$ cat src/rtl/serial_frame_pkg.sv
// Shared types and helpers for the serial frame transmitter.
// State encoding is fixed so other blocks and benches can decode it directly.
package serial_frame_pkg;

  typedef enum logic {
    IDLE  = 1'b0,
    SHIFT = 1'b1
  } state_t;

  localparam int DEFAULT_WIDTH = 8;

  // Bit-index counter width; never collapse to zero bits for tiny frames.
  function automatic int cnt_width(input int width);
    return (width <= 2) ? 1 : $clog2(width);
  endfunction

endpackage

$ cat src/rtl/serial_frame_tx.sv
// Parallel-in/serial-out frame serializer with valid/ready load and
// gapless back-to-back frames; the first bit appears on the accepting edge.
module serial_frame_tx
  import serial_frame_pkg::*;
#(
  parameter int WIDTH      = DEFAULT_WIDTH,
  parameter bit MSB_FIRST  = 1'b1,
  parameter bit IDLE_LEVEL = 1'b0
) (
  input  logic                          CP,
  input  logic                          RST,
  input  logic [WIDTH-1:0]              DIN,
  input  logic                          LOAD_VALID,
  output logic                          LOAD_READY,
  output logic                          D_OUT,
  output logic                          D_VALID,
  output logic                          LAST,
  output logic [cnt_width(WIDTH)-1:0]   BIT_CNT
);

  localparam int CW = cnt_width(WIDTH);
  localparam logic [CW-1:0] PRE_LAST_IDX = CW'(WIDTH - 2);

  state_t           state_reg;
  logic [WIDTH-1:0] shift_reg;
  logic [WIDTH-1:0] din_ordered;
  logic             d_out_reg;
  logic             d_valid_reg;
  logic             last_reg;
  logic [CW-1:0]    bit_cnt_reg;
  logic             accept;

  // Normalise bit order so the shifter always emits from the top end.
  genvar gi;
  generate
    for (gi = 0; gi < WIDTH; gi++) begin : g_order
      assign din_ordered[gi] = MSB_FIRST ? DIN[gi] : DIN[WIDTH-1-gi];
    end
  endgenerate

  assign LOAD_READY = RST && ((state_reg == IDLE) || last_reg);
  assign accept     = LOAD_VALID && LOAD_READY;

  always_ff @(posedge CP) begin
    if (!RST) begin
      state_reg   <= IDLE;
      shift_reg   <= '0;
      bit_cnt_reg <= '0;
      d_out_reg   <= IDLE_LEVEL;
      d_valid_reg <= 1'b0;
      last_reg    <= 1'b0;
    end else if (accept) begin
      // Fresh load from idle or chained on the final bit of a frame.
      state_reg   <= SHIFT;
      d_out_reg   <= din_ordered[WIDTH-1];
      shift_reg   <= {din_ordered[WIDTH-2:0], 1'b0};
      bit_cnt_reg <= '0;
      d_valid_reg <= 1'b1;
      last_reg    <= 1'b0;
    end else if (state_reg == SHIFT) begin
      if (!last_reg) begin
        d_out_reg   <= shift_reg[WIDTH-1];
        shift_reg   <= {shift_reg[WIDTH-2:0], 1'b0};
        bit_cnt_reg <= bit_cnt_reg + CW'(1);
        last_reg    <= (bit_cnt_reg == PRE_LAST_IDX);
      end else begin
        state_reg   <= IDLE;
        shift_reg   <= '0;
        bit_cnt_reg <= '0;
        d_out_reg   <= IDLE_LEVEL;
        d_valid_reg <= 1'b0;
        last_reg    <= 1'b0;
      end
    end
  end

  assign D_OUT   = d_out_reg;
  assign D_VALID = d_valid_reg;
  assign LAST    = last_reg;
  assign BIT_CNT = bit_cnt_reg;

endmodule
$ cat config.mk
export PLATFORM = sky130hd
export DESIGN_NAME = serial_frame_tx
export DESIGN_NICKNAME = d
export VERILOG_FILES = /design/src/rtl/serial_frame_pkg.sv /design/src/rtl/serial_frame_tx.sv
export SDC_FILE = /design/constraint.sdc
export NUM_CORES = 1
export LEC_CHECK = 0
export ABC_CLOCK_PERIOD_IN_PS = 1500
export CORE_AREA = 5 5 42 44
export CTS_CLUSTER_DIAMETER = 200
export DETAILED_ROUTE_END_ITERATION = 8
export DIE_AREA = 0 0 47 49
export DONT_BUFFER_PORTS = 1
export MAX_ROUTING_LAYER = met4
export PLACE_DENSITY_LB_ADDON = 0.08
export SLEW_MARGIN = 20
export SYNTH_ARGS = -nofsm -noshare
export SYNTH_HDL_FRONTEND = slang
export SYNTH_SLANG_ARGS = --single-unit
$ cat constraint.sdc
create_clock -name CP -period 1.5 [get_ports CP]
set_input_delay 0.3 -clock CP [delete_from_list [all_inputs] [get_ports CP]]
set_output_delay 0.3 -clock CP [all_outputs]
set_load 0.02 [all_outputs]
==> results of run 1 <==
-- power by group through the flow --
stage               Sequential [W]  Combinational (W)  Clock [W]
floorplan                 0.000419          0.0000720          0
global route              0.000422          0.0000800   0.000314
global placement          0.000427          0.0000710          0
detailed placement        0.000427          0.0000710          0
CTS                       0.000418          0.0000712   0.000281
finish                    0.000418          0.0000700   0.000272
-- cells in the mapped netlist --
master / number
nand2_1: 14
nand4b_1: 1
buf_4: 2
and2b_1: 1
buf_6: 1
clkbuf_1: 1
o21a_1: 2
ha_1: 2
inv_1: 3
o21ai_0: 2
dfxtp_1: 14
nand3_1: 8
o32a_1: 1
buf_2: 2
nor2_1: 8
a31oi_1: 7
nor3b_1: 2
nand2b_1: 2
a21oi_1: 3
mux2i_1: 1
a21oi_2: 1
xor2_1: 1
-- area by class of cell --
type	instances	share of cell area [%]
multi-input combinational	56	45.2
sequential	14	40.7
clock buffer	4	5.24
timing repair buffer	4	4.34
tap	16	2.89
inverter	3	1.63
-- worst max-delay path, delay by kind of cell, from the launching register on --
family | cells | cell delay (ps)
buffers and inverters | 1 | 140
flip-flops | 1 | 380
AND/OR/NAND/NOR | 2 | 280
-- stage by stage --
step / worst slack [ps] / hold slack, ps / utilization [%] / area, um2 / cells
after floorplan: 73.5 / 438 / - / 644 / 79
after global placement: 323 / 426 / 46.7 / 654 / 93
after detailed placement: 318 / 436 / 46.7 / 654 / 93
after CTS: 12.7 / 139 / 49.3 / 691 / 97
after global routing: 11.4 / 136 / 49.4 / 692 / 97
final: 125 / 147 / 49.4 / 692 / 97
-- what timing repair did --
item,4_1_cts,5_1_grt
setup endpoints to repair,0,1
resized for setup,0,1
hold buffers,0,0
-- how the worst min path moves through the flow --
| stage | startpoint | depth (start not counted) | slack, ps | end |
|---|---|---|---|---|
| after floorplan | RST | 2 | 440 | D_VALID |
| after global placement | LOAD_VALID | 2 | 430 | state_reg |
| after detailed placement | LOAD_VALID | 2 | 440 | state_reg |
| after CTS | LOAD_VALID | 2 | 140 | state_reg |
| after global routing | RST | 2 | 140 | D_VALID |
| final | LOAD_VALID | 2 | 150 | state_reg |
-- logic make-up (layout without fill, tap and decap cells) --
| family | after synthesis | count (layout) | synth area share, % |
|---|---|---|---|
| AO/OA/AOI/OAI | 16 | 16 | 15.9 |
| XOR/XNOR | 1 | 1 | 1.36 |
| adder cells (fa/ha/maj) | 2 | 2 | 3.88 |
| buffers and inverters | 9 | 11 | 7.96 |
| flip-flops | 14 | 14 | 43.5 |
| multiplexers | 1 | 1 | 1.55 |
| AND/OR/NAND/NOR | 36 | 36 | 25.8 |
-- routing by layer --
| metal | wire (um) | track usage, % |
|---|---|---|
| met1 | 598 | 18.0 |
| met2 | 604 | 17.9 |
| met3 | 106 | 5.17 |
| met4 | 27 | 8.29 |
| met5 | 0 | - |
-- cell usage in the layout (no fill, tap or decap) --
master    instances
mux2i_1           1
a21oi_2           1
xor2_1            1
and2b_1           1
nand4b_1          1
nand2_1          14
nor2_1            8
dfxtp_2           1
a31oi_1           7
o21a_1            2
nor3b_1           2
a21oi_1           3
dfxtp_1          13
ha_1              2
inv_1             3
clkbuf_4          3
o32a_1            1
o21ai_0           2
nand3_1           8
clkbuf_8          1
buf_4             4
nand2b_1          2
==> impl_metrics.ini, run 1 <==
[run_status]
status = finished, final reports clean

[critical_path]
worstPathCellList = and2b_1 > nor2_1 > buf_4
ff2ff_path_depth = 4
cp.arrival_ps = 1080
r2r-start = BIT_CNT[0]
cp_slowest_stage_delay_ps = 380
worst_r2r_endpoint = BIT_CNT[1]
crit_path_end = LOAD_READY
required_ps = 1200
cp_slowest_cell = dfxtp_1
path_class = reg2out
crit_start = LAST
end_kind = primary output
reg2reg_slack_ps = 310
crit_path_start_kind = flip-flop
cp_max_fo = 4

[timing]
setup_violations = 0
max_slew_margin_pct = 77.2
rsz0062_at_grt = no
max_freq_mhz = 727
drv_slew = 0
worstMarginPinSlew_ps = 342
fin_crit_sh_pct = 91.7
period_minus_slack_ps = 1380
fin_skew_ps = 8.15
tns_ps = 0
timing.final.hold_violations = 0

[floorplan]
core_area_mm2 = 0.00140
pin_count = 18
die_area_mm2 = 0.00230
fp.dieW_um = 47
rows = 14
initial_utilization_pct = 46.0
die_h_um = 49

[layout]
largest_reg_flops = 7
n_antenna_cell = 0
multi_input_area_um2 = 313
layout.nets = 95
drive_gt1_share_pct = 12.3
fill_cells = 150
seqCellArea_um2 = 282
areaGrowthSynthToFinish_pct = 7.38

[clock_network]
path_clk_slew_ps = 80
cts_made_buffers = 3
htree_num_levels = 1
worst_skew_pair.late_latency_ps = 280
cts_root_buf = clkbuf_4
clock_sinks = 14
cts_buffer_depth = 2
cts_tree = built
post_cts.repair.setup_buffers = 0

[flow_run]
maxCapViolCount = 0

[power_and_ir_drop]
power_w = 0.000760
powerDensity_mw_per_mm2 = 1100
p_leak_nw = 0.265
ir_drop_mv = 0.470
p_int_w = 0.000571
comb_power_share_pct = 9.2
power_frac_seq_pct = 55.0
switching_share_pct = 24.8
power_frac_clock_pct = 35.7
p_switching_w = 0.000189

[synthesis]
syn_nets = 92
avgSynthCellArea_um2 = 8.16
synthDistinctLibCells = 22
yosysSeqAreaShare_pct = 43.5
yosysTopAreaCell = dfxtp_1
yosys_warnings = 0
synth.area.top_cells = dfxtp_1, nand2_1, a31oi_1
synth_area_um2 = 644
synth_top_area_share_pct = 43.5
synthCells = 79
ys_ff_latch = 14

[drt]
first_pass_iters = 4
drc_errors = 0
routed_wl_mm = 1.34
drtIter0Drc = 11
vias = 540
wl_per_cell_um = 13.8
via_per_inst = 5.57
ant_nets = 0

[global_routing]
grt_util_all_layers_pct = 13.9
antenna_found_initial = 0
overflow = 0
grt_max_degree = 17
grt_first_pass_wirelength_mm = 2.28
grt_pass1_vias = 494

[place]
post-dp-hpwl_um = 930
finalWeightedCongestion = 0.694
io_buffers = 0

[worst_hold_path]
hold_path.class = in2reg
(Power assumes the default switching activity.)
==> run 2, diff against run 1 <==
--- a/config.mk
+++ b/config.mk
@@ -6,11 +6,11 @@
 export NUM_CORES = 1
 export LEC_CHECK = 0
 export ABC_CLOCK_PERIOD_IN_PS = 1500
-export CORE_AREA = 5 5 42 44
+export BUFFER_PORTS_ARGS = -buffer_cell sky130_fd_sc_hd__buf_2
+export CORE_MARGIN = 5
+export CORE_UTILIZATION = 48
 export CTS_CLUSTER_DIAMETER = 200
 export DETAILED_ROUTE_END_ITERATION = 8
-export DIE_AREA = 0 0 47 49
-export DONT_BUFFER_PORTS = 1
 export MAX_ROUTING_LAYER = met4
 export PLACE_DENSITY_LB_ADDON = 0.08
 export SLEW_MARGIN = 20
==> run 2 against run 1 <==
Die area fell by 5.5%. Flip-flop and latch count did not move. Design area rose by 10%. Global-route usage rose by 0.67 points. Fmax fell by 1.6%. Count of clock-buffer cells in the layout did not move. Non-clock buffer count rose by 15. Highest routed layer unchanged. Cell count rose by 14%. Critical path type unchanged. Combinational power rose by 49%.
==> impl_metrics.ini, run 2 (same netlist as run 1, synthesis figures left out) <==
[worst_hold_path]
hold_path.class = in2reg

[floorplan]
die_area_mm2 = 0.00218
initial_utilization_pct = 50.1
die_h_um = 46.6
pin_count = 18
fp.dieW_um = 46.6
core_area_mm2 = 0.00128
rows = 13

[clock_network]
clock_sinks = 14
post_cts.repair.setup_buffers = 0
path_clk_slew_ps = 80
cts_root_buf = clkbuf_4
hold_buffers = 0
htree_num_levels = 1
cts_tree = built
cts_made_buffers = 3
worst_skew_pair.late_latency_ps = 270
cts_buffer_depth = 2

[place]
post-dp-hpwl_um = 949
dp_cells = 107
placed_area_um2 = 723
io_buffers = 17
finalWeightedCongestion = 0.776

[power_and_ir_drop]
ir_drop_mv = 0.530
power_w = 0.000781
comb_power_share_pct = 13.3
power_frac_seq_pct = 52.4
switching_share_pct = 25.3
power_frac_clock_pct = 34.3
powerDensity_mw_per_mm2 = 1020
p_int_w = 0.000583
p_switching_w = 0.000197
p_leak_nw = 0.330

[timing]
worstMarginPinSlew_ps = 325
fin_crit_sh_pct = 93.2
max_freq_mhz = 716
setup_violations = 0
fin_skew_ps = 5.54
drv_slew = 0
timing.final.hold_violations = 0
max_slew_margin_pct = 78.3
holdWs_ps = 300
period_minus_slack_ps = 1400
tns_ps = 0
rsz0062_at_grt = no

[critical_path]
end_kind = primary output
required_ps = 1200
crit_path_start_kind = flip-flop
cp.arrival_ps = 1100
cp_max_fo = 7
path_class = reg2out

[layout]
final_common_cell = buf_2
areaGrowthSynthToFinish_pct = 18.3
drive_gt1_share_pct = 27.1
largest_reg_flops = 7
n_antenna_cell = 0
final_area_um2 = 762
finalNonFillerCells = 111
final_cell_mix = buf_2, nand2_1, dfxtp_1
layout.nets = 110

[drt]
drtIter0Drc = 13
first_pass_iters = 4
wl_per_cell_um = 12.3
wl_met2_um = 607
highest_layer = met4
wl_met1_um = 667
drc_errors = 0
ant_nets = 0
via_per_inst = 5.33
vias = 592
routed_wl_mm = 1.36
wl_met3_um = 74

[global_routing]
grt_first_pass_wirelength_mm = 2.15
overflow = 0
grt_util_all_layers_pct = 14.6
grt_max_degree = 17
antenna_found_initial = 0
grt_pass1_vias = 522

[flow_run]
maxCapViolCount = 0

[run_status]
status = finished, final reports clean
run 2: cell types whose count changed in the layout (fill, tap and decap cells not counted):
cell | previous run | this run
buf_2 | 0 | 17
buf_4 | 4 | 2
dfxtp_2 | 1 | 2
dfxtp_1 | 13 | 12
run 2: per-stage QoR:
| stage | utilization [%] | setup slack (ps) |
|---|---|---|
| final | 59.3 | 103 |
| after global routing | 59.3 | 37.3 |
| after CTS | 59.1 | 5.77 |
| after detailed placement | 56.3 | 325 |
| after global placement | 56.3 | 335 |
| after floorplan | - | 73.5 |
run 2: path summary, 6_finish.rpt:
kind | startpoint | endpoint | slack (ps) | cells past startpoint
max | LAST | LOAD_READY | 100 | 3
min | RST | D_VALID | 300 | 3
max reg2reg | state_reg | shift_reg[3] | 440 | 4
min reg2reg | D_OUT | D_OUT | 470 | 2
run 2: worst max-delay path, stage by stage, from the launching register on:
cell     delay [ps]
dfxtp_2         390
and2b_1         200
nor2_1           80
buf_2           160
run 2: metal layers:
| metal | track usage, % | up-vias |
|---|---|---|
| met4 | 8.29 | 0 |
| met2 | 21.2 | 12 |
| met1 | 18.2 | 275 |
| met3 | 3.52 | 2 |
| met5 | - | - |
| li1 | - | 303 |
run 2: cell type report:
class | instances | area (um2)
Tap cell | 15 | 18.8
Inverter | 3 | 11.3
Multi-Input combinational cell | 56 | 313
Timing Repair Buffer | 19 | 100
Fill cell | 129 | 523
Sequential cell | 14 | 283
Clock buffer | 4 | 36.3
run 2: power by group through the flow:
| stage | Sequential, W | Clock, W | Combinational [W] |
|---|---|---|---|
| 2_1_floorplan | 0.000419 | 0 | 0.0000720 |
| 5_1_grt | 0.000412 | 0.000300 | 0.000115 |
| 3_5_place_dp | 0.000417 | 0 | 0.000104 |
| 3_3_place_gp | 0.000417 | 0 | 0.000103 |
| 6_report | 0.000409 | 0.000268 | 0.000104 |
| 4_1_cts | 0.000408 | 0.000279 | 0.000105 |
run 2: repair_timing:
item | CTS | global route
gates resized for setup | 0 | 2
endpoints found under the hold margin | 0 | 0
setup endpoints to repair | 0 | 1
